## config.mk

```make
export PLATFORM = sky130hd
export DESIGN_NAME = sad_result_collector
export DESIGN_NICKNAME = d
export VERILOG_FILES = /design/src/rtl/sad_result_collector_pkg.sv /design/src/rtl/sad_min_compare.sv /design/src/rtl/sad_result_collector.sv
export SDC_FILE = /design/constraint.sdc
export NUM_CORES = 1
export LEC_CHECK = 0
export ABC_AREA = 1
export CAP_MARGIN = 0
export CELL_PAD_IN_SITES_DETAIL_PLACEMENT = 1
export CELL_PAD_IN_SITES_GLOBAL_PLACEMENT = 2
export CORE_MARGIN = 4
export CORE_UTILIZATION = 29
export CTS_CLUSTER_SIZE = 10
export DETAILED_ROUTE_END_ITERATION = 8
export PLACE_DENSITY_LB_ADDON = 0.1
export SYNTH_ARGS = -nofsm -noshare
export SYNTH_HDL_FRONTEND = slang
export SYNTH_SLANG_ARGS = --single-unit
```

## constraint.sdc

```tcl
create_clock -name Clk -period 9.75 [get_ports Clk]
set_input_delay 2.4375 -clock Clk [delete_from_list [all_inputs] [get_ports Clk]]
set_output_delay 2.4375 -clock Clk [all_outputs]
set_load 0.02 [all_outputs]
```

## src/rtl/sad_result_collector_pkg.sv

```systemverilog
// Shared types and defaults for the SAD result collector.
package sad_result_collector_pkg;

    localparam int unsigned NUM_CORES_DEF = 8;
    localparam int unsigned DW_DEF        = 32;

    typedef enum logic [1:0] {
        ST_IDLE,
        ST_COLLECT,
        ST_REDUCE,
        ST_DONE
    } state_t;

    // One captured core result; field width is the default word width,
    // narrower DW values are zero-extended into it.
    typedef struct packed {
        logic [DW_DEF-1:0] x;
        logic [DW_DEF-1:0] y;
        logic [DW_DEF-1:0] sad;
    } result_t;

endpackage

```

## src/rtl/sad_min_compare.sv

```systemverilog
// Combinational running-minimum step: keeps the best so far or takes the candidate.
module sad_min_compare
    import sad_result_collector_pkg::*;
#(
    parameter int IW = 3
)(
    input  result_t         best,
    input  logic [IW-1:0]   best_idx,
    input  result_t         cand,
    input  logic [IW-1:0]   cand_idx,
    input  logic            first,
    output result_t         sel,
    output logic [IW-1:0]   sel_idx,
    output logic            replace
);

    // Strict less-than keeps ties on the lower index; the first slot always
    // loads so an all-ones SAD still yields core 0's coordinates.
    always_comb begin
        replace = first | (cand.sad < best.sad);
        sel     = best;
        sel_idx = best_idx;
        if (replace) begin
            sel     = cand;
            sel_idx = cand_idx;
        end
    end

endmodule

```

## src/rtl/sad_result_collector.sv

```systemverilog
// Collects one result per search core, then scans for the minimum SAD.
module sad_result_collector
    import sad_result_collector_pkg::*;
#(
    parameter int NUM_CORES = NUM_CORES_DEF,
    parameter int DW        = DW_DEF
)(
    input  logic                        Clk,
    input  logic                        Reset,
    input  logic                        Start,
    input  logic [NUM_CORES-1:0]        CoreValid,
    input  logic [NUM_CORES*DW-1:0]     CoreX,
    input  logic [NUM_CORES*DW-1:0]     CoreY,
    input  logic [NUM_CORES*DW-1:0]     CoreSAD,
    output logic [NUM_CORES-1:0]        CoreAck,
    output logic [DW-1:0]               X,
    output logic [DW-1:0]               Y,
    output logic [DW-1:0]               SAD,
    output logic [((NUM_CORES > 1) ? $clog2(NUM_CORES) : 1)-1:0] BestCore,
    output logic                        Busy,
    output logic                        Done
);

    localparam int unsigned IW = (NUM_CORES > 1) ? $clog2(NUM_CORES) : 1;

    state_t                 state;
    logic [NUM_CORES-1:0]   captured;
    result_t                slots [NUM_CORES];
    logic [IW-1:0]          scan_idx;
    result_t                best;
    logic [IW-1:0]          best_idx;

    result_t                sel;
    logic [IW-1:0]          sel_idx;
    logic                   replace;

    sad_min_compare #(
        .IW (IW)
    ) u_cmp (
        .best     (best),
        .best_idx (best_idx),
        .cand     (slots[scan_idx]),
        .cand_idx (scan_idx),
        .first    (scan_idx == '0),
        .sel      (sel),
        .sel_idx  (sel_idx),
        .replace  (replace)
    );

    // Result slot storage: first valid per slot in COLLECT wins, later data ignored.
    always_ff @(posedge Clk) begin
        if (!Reset && state == ST_COLLECT) begin
            for (int i = 0; i < NUM_CORES; i++) begin
                if (CoreValid[i] && !captured[i]) begin
                    slots[i].x   <= DW_DEF'(CoreX[i*DW +: DW]);
                    slots[i].y   <= DW_DEF'(CoreY[i*DW +: DW]);
                    slots[i].sad <= DW_DEF'(CoreSAD[i*DW +: DW]);
                end
            end
        end
    end

    // Control FSM with capture flags, acks, reduction scan and published result.
    always_ff @(posedge Clk) begin
        if (Reset) begin
            state    <= ST_IDLE;
            captured <= '0;
            CoreAck  <= '0;
            scan_idx <= '0;
            best     <= '{x: '0, y: '0, sad: '1};
            best_idx <= '0;
            X        <= '0;
            Y        <= '0;
            SAD      <= '0;
            BestCore <= '0;
            Busy     <= 1'b0;
            Done     <= 1'b0;
        end else begin
            CoreAck <= '0;
            case (state)
                ST_IDLE, ST_DONE: begin
                    if (Start) begin
                        captured <= '0;
                        state    <= ST_COLLECT;
                        Busy     <= 1'b1;
                        Done     <= 1'b0;
                    end
                end
                ST_COLLECT: begin
                    for (int i = 0; i < NUM_CORES; i++) begin
                        if (CoreValid[i] && !captured[i]) begin
                            captured[i] <= 1'b1;
                            CoreAck[i]  <= 1'b1;
                        end
                    end
                    if (&captured) begin
                        state    <= ST_REDUCE;
                        scan_idx <= '0;
                        best     <= '{x: '0, y: '0, sad: '1};
                        best_idx <= '0;
                    end
                end
                ST_REDUCE: begin
                    if (replace) begin
                        best     <= sel;
                        best_idx <= sel_idx;
                    end
                    scan_idx <= scan_idx + IW'(1);
                    if (scan_idx == IW'(NUM_CORES - 1)) begin
                        state    <= ST_DONE;
                        Busy     <= 1'b0;
                        Done     <= 1'b1;
                        X        <= DW'(sel.x);
                        Y        <= DW'(sel.y);
                        SAD      <= DW'(sel.sad);
                        BestCore <= sel_idx;
                    end
                end
                default: state <= ST_IDLE;
            endcase
        end
    end

endmodule

```

After elaboration in Yosys (flattened, before gate mapping)

Memories as Yosys holds them, arrays and structs flattened. A register that Yosys moved wholly into a read port is not among the register bits.
Index checks and enable logic that the tools add are counted.
Widths: inputs -> output; s select.

Register bits: 221
Bits in latches: 0
RAM bits: 768
Memory bits (read-only): 0
Output and inout port bits: 109
Memories: 1

Memories:

| name  | words | width | rd ports | clocked after memory_dff | wr ports | line                       | text |
|---|---|---|---|---|---|---|---|
| slots | 8     | 96    | 1        | 1                        | 8        | sad_result_collector.sv:28 | `result_t slots [NUM_CORES];` |

Add/sub/neg operators: 1
$mul: 0
Divide/modulo/power cells: 0
Order comparisons: 1
Eq/ne operators: 16
Shift operators: 0
Muxes and demuxes: 55
Bitwise operators: 2
Reductions and logical operators: 39

Operators by type and width:

| kind                | count |
|---|---|
| $mux 96             | 3 |
| $pmux 96 s2         | 1 |
| $mux 1              | 36 |
| $reduce_and 3->1    | 11 |
| $lt 32x32->1        | 1 |
| $ne 2x1->1 const B  | 9 |
| $pmux 8 s2          | 1 |
| $mux 3              | 5 |
| $pmux 3 s2          | 2 |
| $logic_and 1x1->1   | 9 |
| $logic_not 1->1     | 9 |
| $mux 8              | 1 |
| $reduce_and 8->1    | 1 |
| $mux 2              | 3 |
| $ne 2x2->1 const B  | 3 |
| $pmux 2 s3          | 1 |
| $reduce_bool 2->1   | 3 |
| $eq 2x2->1 const B  | 2 |
| $pmux 1 s2          | 2 |
| $reduce_and 2->1    | 2 |
| $reduce_or 2->1     | 2 |
| $add 3x1->3 const B | 1 |
| $eq 3x3->1 const B  | 1 |
| $logic_not 3->1     | 1 |
| 4 further kinds     | 4 |

Depth between registers and ports, before layout

Gate-level depths: netlist (run 1).

Word-level depth: 5
Depth in mapped cells: 27
Mapped depth without buffers: 22

By module

From an unflattened synthesis (run 1), not the netlist that was laid out.

Cells, all modules: 3773
Area total of the unflattened synthesis: 40496.3 um^2

By module, submodules not included:

| module               | times used | cells an instance | area each (um^2) | sequential area each (um^2) |
|---|---|---|---|---|
| sad_result_collector | 1          | 3310              | 38115.3          | 27546.4 |
| sad_min_compare      | 1          | 463               | 2381.0           | 0.0 |

Worst setup path after synthesis (run 1)

No wires, ideal clock.

Path type: input to register
From: input Reset
To: memory slots[0][0] (netlist bit), enable pin
Setup time: 0.668 ns
Data arrival time: 9.502 ns
Setup slack: -0.420 ns
Stages on the path: 5
Buffers on the path: 2
Cells stage by stage: clkbuf_1 -> inv_1 -> nand2_1 -> clkbuf_1 -> nor3_1

RTL lines:

| item            | line                       | text |
|---|---|---|
| start, declared | sad_result_collector.sv:9  | `input logic Reset,` |
| end, declared   | sad_result_collector.sv:28 |  |

==> results.yml, run 1 <==
worst_setup_path:
  critPathSlowestCell: "dfxtp_4"
  ff2ff_path_depth: 16
  timing.critical_path.slowest_cell_delay_ns: 0.71
  path_common_cell: "nand2_1"
  worstPathRequired_ns: 10.41
  cp.arrival_ns: 6.82
  worstPathMaxFanout: 187
  r2r_setup_slack_ns: 3.59
  worstPathCellList: "clkinv_8, o21ai_0, o22ai_1, nand2_1, o21ai_0, ha_1, nand2_1, nor3_1, nor4b_1, nand2_1, nand2_4, nand3_1, nand2_4, buf_4, nand2_1, a21oi_1"
  cp-end-kind: "flop"
  cp_top_family: "simple AND/OR/NAND/NOR gates"
  crit_buf_inv: 2
  rr_endpoint: "best[58]"
  crit_type: "flop to flop"
  cp-start-kind: "flop"
grt:
  antenna_found_initial: 55
  grt_pass1_wl_microns: 244000
  grt_use_total_pct: 23.4
  grt-ovfl-total: 0
  grt_pass1_vias: 32500
  grt_max_degree: 188
synthesis:
  synth_top_area_share_pct: 57.6
  ys_seq_area_share_pct: 68.8
  yosysTopAreaCell: "edfxtp_1"
  synthArstFlopShare_pct: 0
  netlist_area_sq_um: 40000
  synth_cells: 3747
  yosysMostFrequentCell: "nand2_1"
  synthTopCellsByArea: "edfxtp_1 (58%), dfxtp_1 (11%), nand2_1 (8.0%)"
  synth_top_cells_by_count: "nand2_1 (849), edfxtp_1 (768), nor2_1 (459)"
  synth-edff-count: 768
  ys_seq_elements: 992
  ys_dominant_reg_cell: "edfxtp_1"
  synth.distinct_cells: 31
  postSynthAreaPerCell_sq_um: 10.7
  synth_nets: 4563
  yosysWarningCount: 0
clock_tree:
  root_buffer: "clkbuf_16"
  path_clk_slew_ns: 0.06
  h-tree-depth: 3
  postCtsHoldBufs: 0
  cts-resized-gates: 0
  cts_setup_buffers: 0
  clock_latency_ns: 0.75
  cts_buffers: 117
  tritoncts: "yes"
  cts.sinks: 992
  clockBufferDepth: 3
place:
  hpwl_microns: 119000
  placed_cells: 6221
  gp_congestion: 0.821
  portBuffers: 887
floorplan:
  rows: 136
  die_h_microns: 380
  dieWidth_microns: 380
  core_sq_um: 137000
  io_pins: 888
  die_area_sq_um: 144000
  initial_utilization_pct: 29.2
cells_and_area:
  synthToLayoutAreaGrowth_pct: 35.4
  nets: 5362
  fin_util_pct: 39.5
  instances_no_fill: 6458
  drive_gt1_share_pct: 4.38
  n_fill_cell: 15000
timing:
  setup_violations: 0
  slew_headroom_pct: 26.8
  rsz0062_at_grt: "no"
  tightest_slew_ns: 1.10
  fmax_mhz: 162
  finClkSkew_ns: 0.0358
  hold-worst-slack_ns: 0.467
  hold_violations: 0
  period_needed_ns: 6.16
  final_max_slew_viol_count: 0
  min_period_over_period_pct: 63.2
outcome:
  status: "complete, no violations"
power_and_ir_drop:
  switchingPower_mw: 3.92
  pwr-share-clk_pct: 34.2
  pwr-share-seq_pct: 42.3
  p_sw_share_pct: 32.4
  p_leak_nw: 20.5
  p_int_mw: 8.18
  p_comb_share_pct: 23.4
  ir_worst_vdd_v: 0.000201
  power_density_nw_per_um2: 223
flow_run:
  drv_cap: 0
min_path:
  hp-start: "best[50]"
  hold_end: "best[50]"
  hold_path_depth: 2
  hold_class: "flop to flop"
detailed_routing:
  drt-initial-drc-count: 1945
  first_pass_iters: 4
  drc: 0
  vias_per_cell: 4.81
  ant_nets: 0
  routedWlPerCell_microns: 26.9
  vias: 31100
  drt-total-wl_microns: 174000
-- routing by layer --
metal	wire [microns]	GRT usage, %
met1	75100	30.0
met5	68	0
met4	4900	6.35
met2	83400	39.3
met3	10300	5.80
-- stage by stage --
step	power (mW)	TNS, ns	instance area, sq um	setup slack (ns)
6_report	12.1	0	54200	3.59
5_1_grt	12.7	0	54200	3.12
4_1_cts	12.3	0	54100	3.43
3_5_place_dp	8.10	0	50600	3.46
3_3_place_gp	8.08	0	50600	3.58
2_1_floorplan	6.83	-322.25	40000	-0.420
-- final cells by class --
class / instances / area, sq um / share of cell area, %
Timing Repair Buffer: 926 / 9260 / 17.1
Inverter: 235 / 912 / 1.68
Sequential cell: 992 / 27600 / 50.8
Antenna cell: 34 / 85.1 / 0.157
Multi-Input combinational cell: 2274 / 10600 / 19.6
Tap cell: 1794 / 2240 / 4.14
Clock buffer: 182 / 3290 / 6.07
Clock inverter: 21 / 239 / 0.441
-- layout by cell type, fill, tap and decap left out, drive strengths merged, types with 2 or more instances in the layout --
| master | n |
|---|---|
| clkdlybuf4s50 | 886 |
| nand2 | 852 |
| edfxtp | 768 |
| nor2 | 459 |
| o21ai | 427 |
| inv | 235 |
| dfxtp | 224 |
| clkbuf | 182 |
| a21oi | 159 |
| o22ai | 126 |
| nand3 | 109 |
| a32o | 64 |
| buf | 40 |
| ha | 37 |
| diode | 34 |
| nor3 | 26 |
| clkinv | 20 |
| a211oi | 3 |
| nand4 | 3 |
| o221ai | 2 |
| nor4 | 2 |
-- flip-flops by register name, indices dropped and copies added, names as in the netlist, named ones only --
register,count
CoreAck,8
X,32
SAD,32
captured,8
best_idx,3
slots,768
Done,1
scan_idx,3
best,96
state,2
Busy,1
Y,32
BestCore,3
-- kinds of logic after synthesis --
kind of cell	Yosys count	share of synthesized area (%)
buffers and inverters	481	4.88
AO/OA/AOI/OAI	785	11.1
adder cells (fa/ha/maj)	37	1.16
AND/OR/NAND/NOR	1452	14.1
flip-flops	992	68.8
-- power by group through the flow --
| stage | combinational [mW] | sequential [mW] | clock (mW) |
|---|---|---|---|
| finish | 2.83 | 5.12 | 4.14 |
| CTS | 2.90 | 5.12 | 4.27 |
| global route | 3.14 | 5.15 | 4.43 |
| floorplan | 1.61 | 5.22 | 0 |
| detailed placement | 2.89 | 5.21 | 0 |
| global placement | 2.88 | 5.20 | 0 |
-- worst register-to-register path, cell delays in order (launching register included) --
cell and delay [ns]:
dfxtp_4 0.71, clkinv_8 0.62, o21ai_0 0.79, o22ai_1 0.15, nand2_1 0.10, o21ai_0 0.20
ha_1 0.38, nand2_1 0.06, nor3_1 0.42, nor4b_1 0.30, nand2_1 0.14, nand2_4 0.39
nand3_1 0.26, nand2_4 0.62, buf_4 0.64, nand2_1 0.13, a21oi_1 0.18
-- worst max-delay path by stage --
stage	start	to	slack [ns]	cells after the start
2_1_floorplan	Reset	slots[0][0]	-0.42	5
3_3_place_gp	flop	best[0]	3.58	18
3_5_place_dp	flop	best[67]	3.46	17
4_1_cts	flop	best[0]	3.43	18
5_1_grt	flop	best[38]	3.12	16
6_report	flop	best[58]	3.59	16
Note: power is estimated with default switching activity, not from simulation.
==> run 2, diff against run 1 <==
==> constraint.sdc (replaced) <==
create_clock -name Clk -period 5.4 [get_ports Clk]
set_input_delay 1.35 -clock Clk [delete_from_list [all_inputs] [get_ports Clk]]
set_output_delay 1.35 -clock Clk [all_outputs]
set_load 0.02 [all_outputs]
==> run 2 against run 1 <==
Total power increased by 83%. Maximum frequency grew 32%. Global-route usage fell by 0.12 points. Combinational power up 85%. Flip-flop and latch count did not move. Critical path depth up 1. Clock power grew 87%. Hold slack worse by 0.0016 ns. Core utilization rose by 0.34 points.
==> results.yml, run 2 (synthesis gave the netlist of run 1 again) <==
worst_setup_path:
  critPathSlowestCell: "o21ai_0"
  crit_type: "flop to flop"
  r2r_setup_slack_ns: 0.74
  worstPathRequired_ns: 5.98
  cp-start-kind: "flop"
  worstPathMaxFanout: 80
  rr_endpoint: "best[23]"
  path_common_cell: "nand2_1"
  timing.critical_path.slowest_cell_delay_ns: 0.52
  ff2ff_path_depth: 17
  cp_top_family: "compound AO/OA/AOI/OAI gates"
  cp.arrival_ns: 5.25
  cp-end-kind: "flop"
  crit_buf_inv: 3
  worstPathCellList: "inv_8, o21ai_0, o22ai_1, inv_1, o21ai_0, ha_1, a21oi_1, nor2_1, a211oi_1, o221ai_1, a21oi_1, nand2_8, a21boi_4, buf_12, nand2_1, nand2_1, nand2_1"
detailed_routing:
  vias: 31000
  vias_per_cell: 4.78
  drc: 0
  drt-initial-drc-count: 1796
  ant_nets: 0
  first_pass_iters: 5
  routedWlPerCell_microns: 26.7
  drt-total-wl_microns: 173000
cells_and_area:
  reg.largest.list: "slots: 768 flops, best: 96 flops"
  synthToLayoutAreaGrowth_pct: 36.5
  fin_util_pct: 39.8
  drive_gt1_share_pct: 4.80
  layout_commonest_cell: "clkdlybuf4s50_1"
  nets: 5380
  instances_no_fill: 6486
  regMostFlops: "slots"
  final_cell_mix: "clkdlybuf4s50_1 (886), nand2_1 (847), edfxtp_1 (768), nor2_1 (459), o21ai_0 (352)"
  fin_area_sq_um: 54700
  largest_register_ffs: 768
clock_tree:
  root_buffer: "clkbuf_16"
  cts-resized-gates: 0
  h-tree-depth: 3
  path_clk_slew_ns: 0.06
  clockBufferDepth: 3
  cts_buffers: 118
  cts_setup_buffers: 0
  clock_latency_ns: 0.75
  cts.sinks: 992
  postCtsHoldBufs: 0
  tritoncts: "yes"
min_path:
  hold_class: "flop to flop"
  hold_end: "best[36]"
  hp-start: "best[36]"
  hold_path_depth: 2
grt:
  grt-ovfl-total: 0
  grt_use_total_pct: 23.2
  grt_max_degree: 118
  grt_pass1_wl_microns: 242000
  grt_pass1_vias: 31900
  antenna_found_initial: 38
power_and_ir_drop:
  pwr-share-clk_pct: 34.8
  pwr-share-seq_pct: 41.6
  ir_worst_vdd_v: 0.000256
  switchingPower_mw: 7.15
  p_int_mw: 15.0
  p_sw_share_pct: 32.2
  p_leak_nw: 20.7
  p_comb_share_pct: 23.6
  p_total_mw: 22.2
  power_density_nw_per_um2: 406
timing:
  min_period_over_period_pct: 86.4
  finClkSkew_ns: 0.0445
  tightest_slew_ns: 1.01
  slew_headroom_pct: 33.0
  period_needed_ns: 4.66
  hold_violations: 0
  rsz0062_at_grt: "no"
  setup_violations: 0
  final_max_slew_viol_count: 0
  fmax_mhz: 214
place:
  placed_cells: 6238
  hpwl_microns: 119000
  portBuffers: 887
  gp_congestion: 0.828
  placed_cell_area_sq_um: 50900
floorplan:
  rows: 136
  die_h_microns: 380
  io_pins: 888
  initial_utilization_pct: 29.2
  die_area_sq_um: 144000
  core_sq_um: 137000
  dieWidth_microns: 380
outcome:
  status: "complete, no violations"
flow_run:
  drv_cap: 0
[run 2: layout make-up]
class | count | area (sq um)
antenna | 23 | 57.6
clock buffer | 204 | 3430
clock inverter | 21 | 254
fill | 15000 | 82600
inverter | 235 | 912
multi-input combinational | 2274 | 10700
sequential | 992 | 27600
tap | 1794 | 2240
timing repair buffer | 943 | 9540
[run 2: routing by layer]
metal,global-route usage (%),part of all wire (%)
met2,39.7,49
met5,0,0.044
met4,5.27,1.7
met3,6.13,6.1
met1,29.5,43
[run 2: metrics by stage]
stage | setup slack, ns | TNS, ns | hold slack (ns)
2_1_floorplan | -0.801 | -615.36 | 0.440
3_3_place_gp | 0.712 | 0 | 0.452
3_5_place_dp | 0.599 | 0 | 0.455
4_1_cts | 0.590 | 0 | 0.464
5_1_grt | 0.373 | 0 | 0.482
6_report | 0.735 | 0 | 0.465
[run 2: power groups by stage]
stage	clock, mW	combinational [mW]	sequential, mW
floorplan	0	2.91	9.36
global placement	0	5.33	9.36
detailed placement	0	5.36	9.38
CTS	7.94	5.38	9.22
global route	8.24	5.80	9.28
finish	7.73	5.23	9.22
[run 2: tightest hold or removal path, delay by kind of cell, from the launching register on]
kind	cells	cell delay (ns)
flops	1	0.31
simple gates	1	0.06
compound gates	1	0.05
[run 2: how the worst max path moves through the flow]
stage                       end  slack, ns  depth (start not counted)
global route           best[36]       0.37                         18
global placement       best[52]       0.71                         18
floorplan           slots[0][0]      -0.80                          5
CTS                    best[72]       0.59                         18
finish                 best[23]       0.74                         17
detailed placement     best[72]       0.60                         18
